<file path="src/rtl/ultrasonic_pkg.sv">
// Shared types, 27 MHz default timing constants and a width helper for the
// ultrasonic ranging controller.
package ultrasonic_pkg;

  typedef enum logic [2:0] {
    ST_IDLE      = 3'd0,
    ST_TRIG      = 3'd1,
    ST_WAIT_RISE = 3'd2,
    ST_MEASURE   = 3'd3,
    ST_HOLDOFF   = 3'd4
  } state_t;

  localparam int DEF_CLK_HZ      = 27_000_000;
  localparam int DEF_TRIG_CYC    = 270;        // 10 us trigger pulse
  localparam int DEF_PERIOD_CYC  = 6_750_000;  // 250 ms free-run interval
  localparam int DEF_TIMEOUT_CYC = 810_000;    // 30 ms echo wait / echo width limit
  localparam int DEF_CYC_PER_CM  = 1562;       // echo-high cycles per centimetre

  // Bits needed to hold the values 0..n-1 (never less than one bit).
  function automatic int clog2(input int n);
    int w;
    w = 1;
    while ((longint'(1) << w) < longint'(n)) begin
      w = w + 1;
    end
    return w;
  endfunction

endpackage

</file>
<file path="src/rtl/echo_sync.sv">
// Two-flop synchroniser for the asynchronous echo pin, followed by a
// registered rise/fall detector on the synchronised level.
module echo_sync (
  input  logic clk,
  input  logic rst_n,
  input  logic i_echo,
  output logic o_rise,
  output logic o_fall
);

  logic r_s1;
  logic r_s2;
  logic r_s3;
  logic r_rise;
  logic r_fall;

  // Synchronise the pin and register one-cycle edge pulses.
  always_ff @(posedge clk or negedge rst_n) begin
    if (!rst_n) begin
      r_s1   <= 1'b0;
      r_s2   <= 1'b0;
      r_s3   <= 1'b0;
      r_rise <= 1'b0;
      r_fall <= 1'b0;
    end else begin
      r_s1   <= i_echo;
      r_s2   <= r_s1;
      r_s3   <= r_s2;
      r_rise <= r_s2 & ~r_s3;
      r_fall <= ~r_s2 & r_s3;
    end
  end

  assign o_rise = r_rise;
  assign o_fall = r_fall;

endmodule

</file>
<file path="src/rtl/ultrasonic_ranger.sv">
// HC-SR04 ranging controller: trigger generation, echo timing with timeout,
// prescaled centimetre conversion, optional averaging and a valid/ready
// result port with overrun indication.
module ultrasonic_ranger
  import ultrasonic_pkg::*;
#(
  parameter int CLK_HZ      = DEF_CLK_HZ,
  parameter int TRIG_CYC    = CLK_HZ / 100_000,
  parameter int PERIOD_CYC  = CLK_HZ / 4,
  parameter int TIMEOUT_CYC = (CLK_HZ / 1000) * 30,
  parameter int CYC_PER_CM  = DEF_CYC_PER_CM,
  parameter int DIST_W      = 9,
  parameter int AVG_LOG2    = 0
) (
  input  logic              clk,
  input  logic              rst_n,
  input  logic              en,
  input  logic              start,
  input  logic              echo,
  output logic              trig,
  output logic              busy,
  output logic [DIST_W-1:0] dist_cm,
  output logic              dist_timeout,
  output logic              dist_valid,
  input  logic              dist_ready,
  output logic              overrun
);

  localparam int PW = clog2(PERIOD_CYC);
  localparam int TW = clog2((TIMEOUT_CYC > TRIG_CYC) ? TIMEOUT_CYC : TRIG_CYC);
  localparam int CW = clog2(CYC_PER_CM);
  localparam int AW = DIST_W + AVG_LOG2;
  localparam int NW = AVG_LOG2 + 1;

  localparam logic [PW-1:0]     PER_LAST  = PW'(PERIOD_CYC - 1);
  localparam logic [TW-1:0]     TRIG_LAST = TW'(TRIG_CYC - 1);
  localparam logic [TW-1:0]     TO_LAST   = TW'(TIMEOUT_CYC - 1);
  localparam logic [CW-1:0]     PS_LAST   = CW'(CYC_PER_CM - 1);
  localparam logic [NW-1:0]     N_LAST    = NW'((1 << AVG_LOG2) - 1);
  localparam logic [DIST_W-1:0] MAX_CM    = {DIST_W{1'b1}};

  state_t            r_state;
  logic              r_trig;
  logic              r_busy;
  logic [PW-1:0]     r_period;
  logic [TW-1:0]     r_tmr;
  logic [CW-1:0]     r_ps;
  logic [DIST_W-1:0] r_cm;
  logic [AW-1:0]     r_acc;
  logic [NW-1:0]     r_nsamp;
  logic [DIST_W-1:0] r_dist_cm;
  logic              r_dist_to;
  logic              r_dist_valid;
  logic              r_overrun;

  logic              w_rise;
  logic              w_fall;
  logic              w_period_exp;
  logic              w_ps_wrap;
  logic [DIST_W-1:0] w_cm_next;
  logic              w_good;
  logic              w_timeout;
  logic [AW-1:0]     w_sum;
  logic              w_pub;
  logic [DIST_W-1:0] w_pub_cm;

  echo_sync u_echo_sync (
    .clk    (clk),
    .rst_n  (rst_n),
    .i_echo (echo),
    .o_rise (w_rise),
    .o_fall (w_fall)
  );

  // Derive this cycle's cm value, sample/timeout events and publish data.
  always_comb begin
    w_period_exp = (r_period == PER_LAST);
    w_ps_wrap    = (r_ps == PS_LAST);
    if (w_ps_wrap && (r_cm != MAX_CM)) begin
      w_cm_next = r_cm + 1'b1;
    end else begin
      w_cm_next = r_cm;
    end
    w_good    = (r_state == ST_MEASURE) && w_fall;
    w_timeout = (r_tmr == TO_LAST) &&
                (((r_state == ST_WAIT_RISE) && !w_rise) ||
                 ((r_state == ST_MEASURE) && !w_fall));
    w_sum     = r_acc + AW'(w_cm_next);
    w_pub     = w_timeout || (w_good && (r_nsamp == N_LAST));
    if (w_timeout) begin
      w_pub_cm = MAX_CM;
    end else begin
      w_pub_cm = DIST_W'(w_sum >> AVG_LOG2);
    end
  end

  // Measurement sequencer with registered trigger, busy and counters.
  always_ff @(posedge clk or negedge rst_n) begin
    if (!rst_n) begin
      r_state  <= ST_IDLE;
      r_trig   <= 1'b0;
      r_busy   <= 1'b0;
      r_period <= PER_LAST;
      r_tmr    <= {TW{1'b0}};
      r_ps     <= {CW{1'b0}};
      r_cm     <= {DIST_W{1'b0}};
    end else begin
      if (!w_period_exp) begin
        r_period <= r_period + 1'b1;
      end
      case (r_state)
        ST_IDLE: begin
          if (start || (en && w_period_exp)) begin
            r_state  <= ST_TRIG;
            r_trig   <= 1'b1;
            r_busy   <= 1'b1;
            r_period <= {PW{1'b0}};
            r_tmr    <= {TW{1'b0}};
          end
        end
        ST_TRIG: begin
          if (r_tmr == TRIG_LAST) begin
            r_state <= ST_WAIT_RISE;
            r_trig  <= 1'b0;
            r_tmr   <= {TW{1'b0}};
          end else begin
            r_tmr <= r_tmr + 1'b1;
          end
        end
        ST_WAIT_RISE: begin
          if (w_rise) begin
            r_state <= ST_MEASURE;
            r_tmr   <= {TW{1'b0}};
            r_ps    <= {CW{1'b0}};
            r_cm    <= {DIST_W{1'b0}};
          end else if (w_timeout) begin
            r_state <= ST_HOLDOFF;
          end else begin
            r_tmr <= r_tmr + 1'b1;
          end
        end
        ST_MEASURE: begin
          if (w_fall || w_timeout) begin
            r_state <= ST_HOLDOFF;
          end else begin
            r_tmr <= r_tmr + 1'b1;
            r_ps  <= w_ps_wrap ? {CW{1'b0}} : (r_ps + 1'b1);
            r_cm  <= w_cm_next;
          end
        end
        ST_HOLDOFF: begin
          if (!en) begin
            r_state <= ST_IDLE;
            r_busy  <= 1'b0;
          end else if (w_period_exp) begin
            r_state  <= ST_TRIG;
            r_trig   <= 1'b1;
            r_period <= {PW{1'b0}};
            r_tmr    <= {TW{1'b0}};
          end
        end
        default: begin
          r_state <= ST_IDLE;
          r_trig  <= 1'b0;
          r_busy  <= 1'b0;
        end
      endcase
    end
  end

  // Averaging accumulator: sum good samples, restart on publish or timeout.
  always_ff @(posedge clk or negedge rst_n) begin
    if (!rst_n) begin
      r_acc   <= {AW{1'b0}};
      r_nsamp <= {NW{1'b0}};
    end else if (w_pub) begin
      r_acc   <= {AW{1'b0}};
      r_nsamp <= {NW{1'b0}};
    end else if (w_good) begin
      r_acc   <= w_sum;
      r_nsamp <= r_nsamp + 1'b1;
    end
  end

  // Result register with valid/ready handshake; a new result always wins.
  always_ff @(posedge clk or negedge rst_n) begin
    if (!rst_n) begin
      r_dist_cm    <= {DIST_W{1'b0}};
      r_dist_to    <= 1'b0;
      r_dist_valid <= 1'b0;
      r_overrun    <= 1'b0;
    end else if (w_pub) begin
      r_dist_cm    <= w_pub_cm;
      r_dist_to    <= w_timeout;
      r_dist_valid <= 1'b1;
      r_overrun    <= r_dist_valid & ~dist_ready;
    end else begin
      r_overrun <= 1'b0;
      if (r_dist_valid && dist_ready) begin
        r_dist_valid <= 1'b0;
      end
    end
  end

  assign trig         = r_trig;
  assign busy         = r_busy;
  assign dist_cm      = r_dist_cm;
  assign dist_timeout = r_dist_to;
  assign dist_valid   = r_dist_valid;
  assign overrun      = r_overrun;

endmodule
</file>
<file path="config.mk">
export PLATFORM = sky130hd
export DESIGN_NAME = ultrasonic_ranger
export DESIGN_NICKNAME = d
export VERILOG_FILES = /design/src/rtl/ultrasonic_pkg.sv /design/src/rtl/echo_sync.sv /design/src/rtl/ultrasonic_ranger.sv
export SDC_FILE = /design/constraint.sdc
export NUM_CORES = 1
export LEC_CHECK = 0
export BUFFER_PORTS_ARGS = -buffer_cell sky130_fd_sc_hd__buf_2
export CORE_MARGIN = 4
export CORE_UTILIZATION = 63
export DETAILED_ROUTE_END_ITERATION = 8
export PLACE_DENSITY = 0.92
export SLEW_MARGIN = 40
export SYNTH_ARGS = -nofsm -noshare
export SYNTH_HDL_FRONTEND = slang
export SYNTH_SLANG_ARGS = --single-unit
export TNS_END_PERCENT = 10
</file>
<file path="constraint.sdc">
create_clock -name clk -period 8.2 [get_ports clk]
set_input_delay 0.41 -clock clk [delete_from_list [all_inputs] [get_ports clk]]
set_output_delay 0.41 -clock clk [all_outputs]
set_load 0.1 [all_outputs]
</file>
-- After elaboration in Yosys (flattened, before gate mapping)
Index checks and enable logic that the tools add are counted.
- input port bits: 6
- latch bits: 0
- memories: 0
- memory bits (read-only): 0
- bits in registers: 95
- RAM bits: 0
- word-level logic and storage cells: 123
- multiplexer cells: 44
- add/sub/neg operators: 6
- div/mod/pow operators: 0
- reductions and logical operators: 26
- shift operators: 0
- bitwise gates (word level): 9
- multiply operators: 0
- $lt $le $gt $ge: 0
- eq/ne operators: 20
- operators with widths (cell ; count):
    $mux 20 ; 7
    $pmux 20 s5 ; 1
    $mux 23 ; 4
    $mux 9 ; 6
    $pmux 23 s2 ; 1
    $mux 11 ; 3
    $add 23x1->23 const B ; 1
    $eq 23x23->1 const B ; 1
    $pmux 11 s2 ; 1
    $mux 3 ; 7
    $add 20x1->20 const B ; 1
    $eq 20x20->1 const B ; 1
    $eq 20x9->1 const B ; 1
    $pmux 9 s2 ; 1
    $pmux 3 s5 ; 1
    $ne 2x2->1 const B ; 6
    $add 11x1->11 const B ; 1
    $eq 11x11->1 const B ; 1
    $mux 1 ; 10
    $reduce_and 5->1 ; 2
    $add 9x1->9 const B ; 1
    $add 9x9->9 ; 1
    $ne 9x9->1 const B ; 1
    $logic_and 1x1->1 ; 8
    other kinds (20) ; 37

-- Depth between registers and ports, before layout
Gate-level depths: netlist (run 1).
- depth after elaboration: 7
- mapped depth: 15
- mapped depth without buffers: 15

-- Cells and area by module
From an unflattened synthesis (run 1), not the netlist that was laid out.
- cells, all modules: 548
- area total of the unflattened synthesis: 5305.1 µm²
- by module, submodules not included (module ; area an instance (µm²) ; cells each ; times used):
    ultrasonic_ranger ; 5165.0 ; 541 ; 1
    echo_sync ; 140.1 ; 7 ; 1

-- Least setup slack after synthesis (run 1)
Ideal clock, no wire load.
- kind: register -> register
- start point: register r_cm[2]
- end point: register r_acc[7]
- stages on the path, launching flop included: 15
- required time: 8079 ps
- setup slack: 4658 ps
- buffers on the path: 0
- setup time: 121 ps
- arrival: 3421 ps
- path through: dfrtp_1 and3_2 and3_1 and3_1 ha_1 nor4_4 mux2i_1 inv_1 ha_1 a21o_1 a21oi_1 o21ai_0 o41ai_1 xnor2_1 a22o_1
- longest elaborated chain between the ends: 6
- elaborated cells on any way between the ends: 7
- RTL lines (element ; RTL line ; source):
    from (decl) ; ultrasonic_ranger.sv:48 ; logic [DIST_W-1:0] r_cm;
    from (signal assigned) ; ultrasonic_ranger.sv:106 ; r_cm <= {DIST_W{1'b0}};
    from (signal assigned) ; ultrasonic_ranger.sv:135 ; r_cm <= {DIST_W{1'b0}};
    from (signal assigned) ; ultrasonic_ranger.sv:148 ; r_cm <= w_cm_next;
    parallel branches: the longest is 2 deep, another holds $add 9x1->9 ; - ;
    $mux 9 (*) ; ultrasonic_ranger.sv:79 ; if (w_ps_wrap && (r_cm != MAX_CM)) begin
    $add 9x9->9 (*) ; ultrasonic_ranger.sv:88 ; w_sum = r_acc + AW'(w_cm_next);
    $mux 9 (*) ; ultrasonic_ranger.sv:179 ; end else if (w_good) begin
    $mux 9 (*) ; ultrasonic_ranger.sv:176 ; end else if (w_pub) begin
    to (signal assigned) ; ultrasonic_ranger.sv:174 ; r_acc <= {AW{1'b0}};
    to (signal assigned) ; ultrasonic_ranger.sv:177 ; r_acc <= {AW{1'b0}};
    to (signal assigned) ; ultrasonic_ranger.sv:180 ; r_acc <= w_sum;
    to (decl) ; ultrasonic_ranger.sv:49 ; logic [AW-1:0] r_acc;
Mark *: on every way between the ends. The select of a mux whose other input is x is not followed.
A chain may end at the register's enable or synchronous reset.

-- Worst setup path after layout (run 1)
- start point: register r_cm[3]
- end point: register r_acc[7]
The elaborated chain is that of the path after synthesis.

==> results of run 1 <==
worst paths after layout:
check | from | endpoint | cells past startpoint
setup reg to reg | r_cm[3] | r_acc[7] | 14
min in group asynchronous | rst_n | r_cm[5] | 2
max in group asynchronous | rst_n | r_cm[1] | 3
hold / removal | echo | u_echo_sync.r_s1 | 1
hold reg to reg | u_echo_sync.r_s1 | u_echo_sync.r_s2 | 0
setup / recovery | r_cm[3] | r_acc[7] | 14
where the power goes:
part           switching, uW  total [uW]  internal, uW
Combinational            461         622           161
Sequential              89.5         640           550
Clock                    155         304           149
metrics by stage:
stage / cell area (um^2) / util, % / cells / setup WS (ns)
2_1_floorplan: 5200 / - / 553 / 4.66
3_3_place_gp: 5370 / 68.1 / 659 / 4.43
5_1_grt: 5600 / 71.0 / 676 / 3.88
3_5_place_dp: 5380 / 68.2 / 659 / 4.13
6_report: 5600 / 71.0 / 676 / 4.07
4_1_cts: 5590 / 70.9 / 676 / 4.08
cell families after synthesis:
| logic type | after synthesis | synth area share, % |
|---|---|---|
| xor+xnor | 34 | 5.72 |
| buf+inv | 36 | 2.77 |
| flops | 95 | 46.1 |
| mux | 5 | 0.986 |
| compound gates | 134 | 16.6 |
| fa+ha+maj | 17 | 4.23 |
| simple gates | 232 | 23.6 |
state kept, by name (all words and copies together), names as in the netlist:
register / cells
r_cm: 9
u_echo_sync.o_fall: 1
r_state: 3
dist_timeout: 1
r_ps: 11
r_period: 23
dist_cm: 9
trig: 1
u_echo_sync.o_rise: 1
r_nsamp: 1
dist_valid: 1
overrun: 1
u_echo_sync.r_s1: 1
u_echo_sync.r_s3: 1
u_echo_sync.r_s2: 1
busy: 1
r_acc: 9
r_tmr: 20
final cells by class:
cell class | instances | area, um^2
Multi-Input combinational cell | 422 | 2670
Sequential cell | 95 | 2400
Fill cell | 530 | 2290
Clock buffer | 11 | 141
Timing Repair Buffer | 23 | 134
Tap cell | 102 | 128
Inverter | 18 | 67.6
Clock inverter | 5 | 57.6
per-layer routing:
metal  routed length (um)  up-vias
met3                  501       20
met2                 5790      133
met5                    0        -
met4                  179        0
met1                 4710     2116
li1                     -     2037
cell usage after synthesis (2+ instances only):
cell and n:
o41ai_1 3, nand3_1 29, a21oi_1 28, nor4bb_1 2, buf_2 7, clkbuf_1 11
o22a_1 7, nor2_1 57, dfstp_2 17, inv_1 18, a41oi_1 7, o2bb2ai_1 3
o21ai_1 14, o21ai_0 29, nand2_1 45, nand4_1 13, mux2i_1 4, or3_1 6
a21o_1 4, nor4_1 6, and4_1 4, ha_1 16, dfrtp_1 78, a2bb2oi_1 3
nand4b_1 2, or2_2 6, nor2b_1 9, nor3_1 10, a31oi_1 10, xnor2_1 24
and2_1 4, a22o_1 7, o31ai_1 6, nand2_2 2, xor2_1 10, nand3_2 2
nand2b_1 11, and3_1 12
worst register-to-register path: stages (launching register included):
cell     delay [ns]
dfrtp_1        0.45
and3_2         0.26
and3_1         0.20
and3_1         0.19
ha_1           0.22
nor4_4         0.48
mux2i_1        0.42
inv_1          0.10
ha_1           0.28
a21o_1         0.18
a21oi_1        0.22
o21ai_0        0.18
o41ai_1        0.45
xnor2_1        0.17
a22o_1         0.22
timing repair:
action	in CTS	in global routing
gates resized for setup	0	0
hold endpoints to repair	13	0
hold buffers	1	0
buffers inserted	0	0
==> impl_metrics.py, run 1 <==
metrics = {
    "worst_setup_path": {
        "worstSetupPathType": "reg2reg",
        "crit_buf_inv": 1,
        "crit_path_end_kind": "flip-flop",
        "cp_slowest_cell": "nor4_4",
        "rrSetupSlack_ns": 4.07,
        "startpoint_type": "flip-flop",
        "cp.required_ns": 8.45,
        "crit_arrival_ns": 4.39,
        "max_stage_delay_ns": 0.48,
        "critPathMaxFanout": 7,
        "crit_chain": "and3_2 -> and3_1 -> and3_1 -> ha_1 -> nor4_4 -> mux2i_1 -> inv_1 -> ha_1 -> a21o_1 -> a21oi_1 -> o21ai_0 -> o41ai_1 -> xnor2_1 -> a22o_1",
        "critPathTopFamily": "compound AO/OA/AOI/OAI gates",
    },
    "clock_network": {
        "clk_pin_slew_ns": 0.10,
        "cts_max_level": 3,
        "cts_root_buf": "clkbuf_8",
        "cts_tree": "built",
        "clock_path_buffers": 2,
        "clk_latency_ns": 0.36,
        "cts_buffers": 9,
        "clkSinkCount": 95,
    },
    "placement": {
        "io_buffers": 19,
        "hpwl_um": 7980,
        "gp_congestion": 0.884,
    },
    "cells_and_area": {
        "antenna_cells": 0,
        "final_common_cell": "dfrtp_1",
        "final_cell_mix": "dfrtp_1, nor2_1, nand2_1, nand3_1, o21ai_0",
        "drive_above_1_share_pct": 12.7,
        "nNetsFinal": 592,
        "area.growth.synth_to_final_pct": 7.60,
    },
    "sta": {
        "timing.final.crit_share_pct": 50.4,
        "setup_viol": 0,
        "drv_slew": 0,
        "whs_ns": 0.161,
        "final_hold_viol_count": 0,
        "skew_ns": 0.0157,
        "fmaxAchievable_ghz": 0.242,
        "rsz0062_at_grt": "false",
        "tns_ns": 0,
        "tightestPinTransition_ns": 0.765,
        "layout_min_cycle_time_ns": 4.13,
        "relSlewSlack_pct": 49.0,
    },
    "routing": {
        "post_drt_via_cell_ratio": 6.37,
        "drc": 0,
        "ant_nets": 0,
        "firstDrtPassIters": 5,
        "wl_per_cell_um": 16.5,
        "routed_wl_um": 11200,
        "vias": 4306,
        "drt_iter0_markers": 268,
    },
    "global_routing": {
        "grt_busiest_layer": "met2",
        "grt_max_degree": 83,
        "grt.met1_usage_pct": 30.7,
        "grt.total_usage_pct": 24.0,
        "grt_use_met3_pct": 4.10,
        "grt_pass1_wl_um": 19700,
        "first_global_vias": 4362,
        "antenna_found_initial": 0,
        "gr-usage-met2_pct": 40.8,
        "gr-total-overflow": 0,
    },
    "floorplanning": {
        "die_h_um": 98.9,
        "fp-row-count": 32,
        "coreArea_mm2": 0.00789,
        "die_x_um": 98.9,
        "die-area_mm2": 0.00978,
        "floorplan.initialDensity_pct": 66.0,
        "io_pins": 20,
    },
    "synth": {
        "synth.distinct_cells": 65,
        "yosys_warnings": 0,
        "netlist_area_mm2": 0.00520,
        "synthFlopType": "dfrtp_1",
        "synth_nets": 576,
        "synth.top_cell.area_share_pct": 37.5,
        "async_flop_share_pct": 100,
        "synth-seq-cells": 95,
        "synthCells": 553,
        "synth_enable_flop_cells": 0,
        "synthTopCellsByArea": "dfrtp_1, dfstp_2, nor2_1, xnor2_1, ha_1",
        "avgSynthCellArea_um2": 9.41,
        "ys_seq_area_share_pct": 46.1,
        "synth_top_cell_by_area": "dfrtp_1",
    },
    "pwr": {
        "power.density_mw_per_mm2": 280,
        "power_uw": 1570,
        "p_leak_uw": 0.00238,
        "ir_worst_vdd_mv": 0.215,
    },
    "job": {
        "drv_cap": 0,
    },
    "outcome": {
        "status": "finished clean",
    },
    "hold_path": {
        "min_path_type": "in2reg",
    },
}
(Power assumes the default switching activity.)
==> inputs of run 2 (changes only) <==
--- a/config.mk
+++ b/config.mk
@@ -7,9 +7,9 @@
 export LEC_CHECK = 0
 export BUFFER_PORTS_ARGS = -buffer_cell sky130_fd_sc_hd__buf_2
 export CORE_MARGIN = 4
-export CORE_UTILIZATION = 63
+export CORE_UTILIZATION = 56
 export DETAILED_ROUTE_END_ITERATION = 8
-export PLACE_DENSITY = 0.92
+export PLACE_DENSITY = 0.87
 export SLEW_MARGIN = 40
 export SYNTH_ARGS = -nofsm -noshare
 export SYNTH_HDL_FRONTEND = slang
==> constraint.sdc (replaced) <==
create_clock -name clk -period 3.5 [get_ports clk]
set_input_delay 0.175 -clock clk [delete_from_list [all_inputs] [get_ports clk]]
set_output_delay 0.175 -clock clk [all_outputs]
set_load 0.1 [all_outputs]
==> impl_metrics.py, run 2 (same netlist as run 1, synthesis figures left out) <==
metrics = {
    "worst_setup_path": {
        "crit_chain": "and3_2 -> and3_4 -> and3_1 -> ha_2 -> nor4_4 -> buf_6 -> xor2_1 -> ha_2 -> inv_1 -> fa_2 -> nor2b_1 -> o21ai_2 -> a21oi_2 -> buf_4 -> nor2_1 -> xnor2_1 -> a22o_1",
        "r2r_end": "r_acc[6]",
        "critPathMaxFanout": 5,
        "r2r_start": "r_cm[4]",
        "worstSetupPathType": "reg2reg",
        "crit_buf_inv": 3,
        "cp_slowest_cell": "dfrtp_1",
        "startpoint_type": "flip-flop",
        "path_depth": 17,
        "startpoint": "r_cm[4]",
        "crit_arrival_ns": 3.73,
        "crit_path_end_kind": "flip-flop",
        "rrSetupSlack_ns": 0.04,
        "path_common_cell": "ha_2",
        "reg2regPathDepth": 17,
        "cp.required_ns": 3.77,
        "critPathTopFamily": "simple AND/OR/NAND/NOR gates",
        "max_stage_delay_ns": 0.39,
        "crit_end": "r_acc[6]",
    },
    "floorplanning": {
        "floorplan.initialDensity_pct": 58.5,
        "die-area_mm2": 0.0109,
        "fp-row-count": 34,
        "die_x_um": 104,
        "coreArea_mm2": 0.00889,
        "die_h_um": 104,
        "io_pins": 20,
    },
    "pwr": {
        "p_leak_uw": 0.00247,
        "ir_worst_vdd_mv": 0.506,
        "power.density_mw_per_mm2": 643,
        "power_uw": 3710,
    },
    "clock_network": {
        "cts_root_buf": "clkbuf_8",
        "cts_buffers": 9,
        "clkSinkCount": 95,
        "clock_path_buffers": 2,
        "clk_latency_ns": 0.37,
        "clk_pin_slew_ns": 0.11,
        "cts_tree": "built",
        "cts_max_level": 3,
    },
    "global_routing": {
        "antenna_found_initial": 0,
        "first_global_vias": 4392,
        "grt_pass1_wl_um": 19800,
        "grt.total_usage_pct": 21.4,
        "gr-total-overflow": 0,
        "grt_max_degree": 76,
    },
    "cells_and_area": {
        "final_cells": 694,
        "area.growth.synth_to_final_pct": 10.9,
        "regMostFlops": "r_period",
        "drive_above_1_share_pct": 16.6,
        "final_common_cell": "dfrtp_1",
        "final_cell_mix": "dfrtp_1, nor2_1, nand2_1, nand3_1",
        "antenna_cells": 0,
        "fillers": 658,
        "final_area_mm2": 0.00577,
        "largest_register_ffs": 23,
        "reg.largest.list": "r_period: 23 flops, r_tmr: 20 flops, r_ps: 11 flops",
        "nNetsFinal": 604,
    },
    "job": {
        "drv_cap": 0,
    },
    "outcome": {
        "status": "finished clean",
    },
    "routing": {
        "vias": 4378,
        "post_drt_via_cell_ratio": 6.31,
        "routed_wl_um": 11500,
        "firstDrtPassIters": 4,
        "drc": 0,
        "wl_per_cell_um": 16.6,
        "drt_iter0_markers": 294,
        "ant_nets": 0,
    },
    "placement": {
        "post_dp_cell_area_mm2": 0.00543,
        "gp_congestion": 0.867,
        "dp.cells": 670,
        "hpwl_um": 7660,
        "io_buffers": 19,
    },
    "sta": {
        "drv_slew": 0,
        "tightestPinTransition_ns": 0.767,
        "timing.final.crit_share_pct": 98.8,
        "setup_viol": 0,
        "fmaxAchievable_ghz": 0.289,
        "skew_ns": 0.0133,
        "final_hold_viol_count": 0,
        "relSlewSlack_pct": 48.9,
        "layout_min_cycle_time_ns": 3.46,
    },
    "hold_path": {
        "min_path_type": "in2reg",
        "min-delay-start": "dist_ready",
    },
}
[run 2: power breakdown]
| part | internal (uW) | switching, uW |
|---|---|---|
| Sequential | 1290 | 203 |
| Clock | 349 | 428 |
| Combinational | 382 | 1060 |
[run 2: worst min path at each step]
stage               slack (ns)          endpoint  depth (start not counted)
floorplan                -0.12              busy                          0
global placement          0.28  u_echo_sync.r_s1                          1
detailed placement        0.24           r_ps[2]                          1
CTS                       0.07           overrun                          3
global route              0.08           overrun                          3
finish                    0.08           overrun                          3
[run 2: routing by layer]
| metal | wire length [um] | track usage, % | part of all wire [%] |
|---|---|---|---|
| met1 | 4960 | 27.5 | 43 |
| met2 | 5750 | 36.9 | 50 |
| met3 | 511 | 3.29 | 4.4 |
| met4 | 287 | 7.03 | 2.5 |
| met5 | 0 | 0 | 0 |
[run 2: worst reg2reg max path, delay by kind of cell (launching register included)]
kind | cells | cell delay [ns]
simple gates | 6 | 1.03
fa+ha+maj | 3 | 0.76
compound gates | 3 | 0.47
flops | 1 | 0.39
buf+inv | 3 | 0.37
xor+xnor | 2 | 0.32
[run 2: area by class of cell]
| type | count | area (um^2) | share of cell area (%) |
|---|---|---|---|
| clock inverter | 7 | 90.1 | 1.56 |
| multi-input combinational | 422 | 2730 | 47.2 |
| tap | 108 | 135 | 2.34 |
| inverter | 18 | 67.6 | 1.17 |
| sequential | 95 | 2400 | 41.6 |
| clock buffer | 9 | 124 | 2.15 |
| timing repair buffer | 35 | 230 | 3.99 |
[run 2: per-stage QoR]
step | setup WS [ns] | hold slack, ns | setup TNS, ns | util, %
floorplan | 0.110 | -0.121 | 0 | -
global placement | 0.0490 | 0.285 | 0 | 61.0
detailed placement | -0.0526 | 0.239 | -0.0861 | 61.0
CTS | -0.00406 | 0.0747 | -0.00406 | 63.9
global route | -0.117 | 0.0770 | -0.540 | 64.9
finish | 0.0417 | 0.0840 | 0 | 64.9
[run 2: timing repair]
item                                    CTS  global route
pin swaps                                 2             9
hold endpoints to repair                 59             0
endpoints found under the setup margin    2            10
setup buffers                             1             5
hold buffers                              2             0
resized for setup                         4            12
==> inputs of run 3 (changes only) <==
--- a/config.mk
+++ b/config.mk
@@ -7,9 +7,10 @@
 export LEC_CHECK = 0
 export BUFFER_PORTS_ARGS = -buffer_cell sky130_fd_sc_hd__buf_2
 export CORE_MARGIN = 4
-export CORE_UTILIZATION = 56
+export CORE_UTILIZATION = 58
+export CTS_BUF_LIST = sky130_fd_sc_hd__clkbuf_8
 export DETAILED_ROUTE_END_ITERATION = 8
-export PLACE_DENSITY = 0.87
+export PLACE_DENSITY = 0.89
 export SLEW_MARGIN = 40
 export SYNTH_ARGS = -nofsm -noshare
 export SYNTH_HDL_FRONTEND = slang
==> constraint.sdc (replaced) <==
create_clock -name clk -period 2.8 [get_ports clk]
set_input_delay 0.14 -clock clk [delete_from_list [all_inputs] [get_ports clk]]
set_output_delay 0.14 -clock clk [all_outputs]
set_load 0.1 [all_outputs]
==> impl_metrics.py, run 3 (same netlist as run 1, synthesis figures left out) <==
metrics = {
    "pwr": {
        "power.density_mw_per_mm2": 775,
        "p_leak_uw": 0.00265,
        "ir_worst_vdd_mv": 0.549,
        "p_comb_share_pct": 39.9,
        "clkPwrFrac_pct": 20.5,
        "p_sw_share_pct": 45.5,
        "p_int_uw": 2570,
        "seq_power_share_pct": 39.5,
        "p_sw_uw": 2150,
    },
    "outcome": {
        "status": "finished, violations left",
        "violations": "negative setup slack",
    },
    "floorplanning": {
        "fp-row-count": 34,
        "die-area_mm2": 0.0105,
        "die_x_um": 103,
        "die_h_um": 103,
        "floorplan.initialDensity_pct": 59.7,
        "io_pins": 20,
        "coreArea_mm2": 0.00872,
    },
    "sta": {
        "layout_min_cycle_time_ns": 3.26,
        "final_hold_viol_count": 0,
        "relSlewSlack_pct": 49.1,
        "timing.final.crit_share_pct": 116,
        "drv_slew": 0,
        "skew_ns": 0.0162,
        "fmaxAchievable_ghz": 0.307,
        "setup_slack_ns": -0.461,
        "rsz0062_at_grt": "true",
        "setup_viol": 12,
        "tightestPinTransition_ns": 0.763,
    },
    "worst_setup_path": {
        "startpoint_type": "flip-flop",
        "critPathMaxFanout": 5,
        "r2r_start": "r_ps[6]",
        "r2r_end": "dist_cm[7]",
        "reg2regPathDepth": 13,
        "rrSetupSlack_ns": -0.46,
        "crit_path_end_kind": "flip-flop",
        "worstSetupPathType": "reg2reg",
        "cp.required_ns": 3.08,
        "crit_arrival_ns": 3.54,
    },
    "global_routing": {
        "grt.total_usage_pct": 23.8,
        "grt_pass1_wl_um": 20100,
        "grt_max_degree": 60,
        "antenna_found_initial": 0,
        "first_global_vias": 4391,
        "gr-total-overflow": 0,
    },
    "routing": {
        "drt_iter0_markers": 231,
        "wl_per_cell_um": 16.6,
        "drc": 0,
        "post_drt_via_cell_ratio": 6.24,
        "firstDrtPassIters": 5,
        "routed_wl_um": 12100,
        "vias": 4558,
        "ant_nets": 0,
    },
    "clock_network": {
        "clk_latency_ns": 0.38,
        "cts_buffers": 9,
        "cts_root_buf": "clkbuf_8",
        "clk_pin_slew_ns": 0.10,
        "clkSinkCount": 95,
        "cts_max_level": 3,
        "cts_tree": "built",
        "clock_path_buffers": 2,
    },
    "placement": {
        "io_buffers": 19,
        "post_dp_cell_area_mm2": 0.00578,
        "gp_congestion": 0.903,
        "hpwl_um": 8370,
        "dp.cells": 710,
    },
    "cells_and_area": {
        "final_cell_mix": "dfrtp_1, nor2_1, buf_4, nand2_1, nand3_1",
        "reg.largest.list": "r_period: 23 flops, r_tmr: 20 flops, r_ps: 11 flops",
        "nNetsFinal": 640,
        "final_area_mm2": 0.00608,
        "final_cells": 730,
        "largest_register_ffs": 23,
        "seqCellArea_mm2": 0.00240,
        "antenna_cells": 0,
        "multi_input_area_mm2": 0.00276,
        "area.growth.synth_to_final_pct": 16.9,
        "drive_above_1_share_pct": 21.7,
        "regMostFlops": "r_period",
        "final_common_cell": "dfrtp_1",
        "fillers": 600,
    },
    "hold_path": {
        "min-delay-start": "dist_ready",
        "hold-path-endpoint": "overrun",
        "min_path_type": "in2reg",
        "whs_path_depth": 3,
    },
    "job": {
        "drv_cap": 0,
    },
}
run 3: changes by cell type in the layout (fill, tap and decap cells not counted), moves of 2 or more:
cell and delta:
buf_4 +36, clkinv_4 -3, and3_4 +2, clkinvlp_4 +2
ha_4 +2, inv_6 +2, inv_8 -2
run 3: worst max path at each step:
| stage | from | end | slack (ns) | depth (start not counted) |
|---|---|---|---|---|
| floorplan | r_cm[2] | r_acc[7] | -0.40 | 14 |
| global placement | r_ps[7] | r_acc[8] | -0.27 | 13 |
| detailed placement | r_cm[2] | r_acc[8] | -0.39 | 15 |
| CTS | r_ps[6] | r_acc[8] | -0.42 | 13 |
| global route | r_ps[6] | dist_cm[8] | -0.66 | 13 |
| finish | r_ps[6] | dist_cm[7] | -0.46 | 13 |
run 3: worst max-delay path: stages (launching register included):
cell and delay (ns):
dfrtp_1 0.40, or4_4 0.55, nor4_4 0.29, buf_4 0.18, buf_4 0.13, mux2i_4 0.23
inv_1 0.09, ha_4 0.22, a21o_1 0.17, a21oi_2 0.18, o21ai_2 0.09, o41ai_2 0.30
xnor2_1 0.14, o22a_1 0.19
run 3: power by group through the flow:
| stage | clock network, uW | logic (uW) | registers, uW |
|---|---|---|---|
| floorplan | 0 | 907 | 2380 |
| global placement | 0 | 1780 | 1860 |
| detailed placement | 0 | 1840 | 1880 |
| CTS | 978 | 1860 | 1850 |
| global route | 1050 | 2020 | 1900 |
| finish | 967 | 1880 | 1860 |
run 3: timing repair:
action / in CTS / in global routing
endpoints found under the setup margin: 12 / 14
hold endpoints to repair: 59 / 0
pin swaps: 3 / 3
gates resized for setup: 2 / 6
setup buffers: 0 / 2
hold buffers: 2 / 0
run 3: per-layer routing:
layer	vias up	track usage, %	part of all wire, %
met5	-	0	0
met4	0	7.87	1.9
met3	23	4.40	5.0
met2	163	40.6	51
met1	2246	30.4	42
li1	2126	-	-
run 3: layout make-up:
cell class	instances	area share [%]
Timing Repair Buffer	71	8.37
Clock inverter	6	1.21
Tap cell	108	2.22
Clock buffer	10	2.26
Sequential cell	95	39.4
Multi-Input combinational cell	422	45.4
Inverter	18	1.11
run 3: through the flow:
stage	total power [uW]	hold WS [ns]	utilization (%)	setup WS (ns)	setup TNS [ns]
2_1_floorplan	3290	-0.156	-	-0.397	-2.75
3_3_place_gp	3640	0.250	66.2	-0.274	-1.76
3_5_place_dp	3720	0.250	66.3	-0.393	-2.81
4_1_cts	4690	0.0222	69.1	-0.421	-2.98
5_1_grt	4970	0.0273	69.8	-0.658	-6.21
6_report	4710	0.0350	69.8	-0.461	-4.04
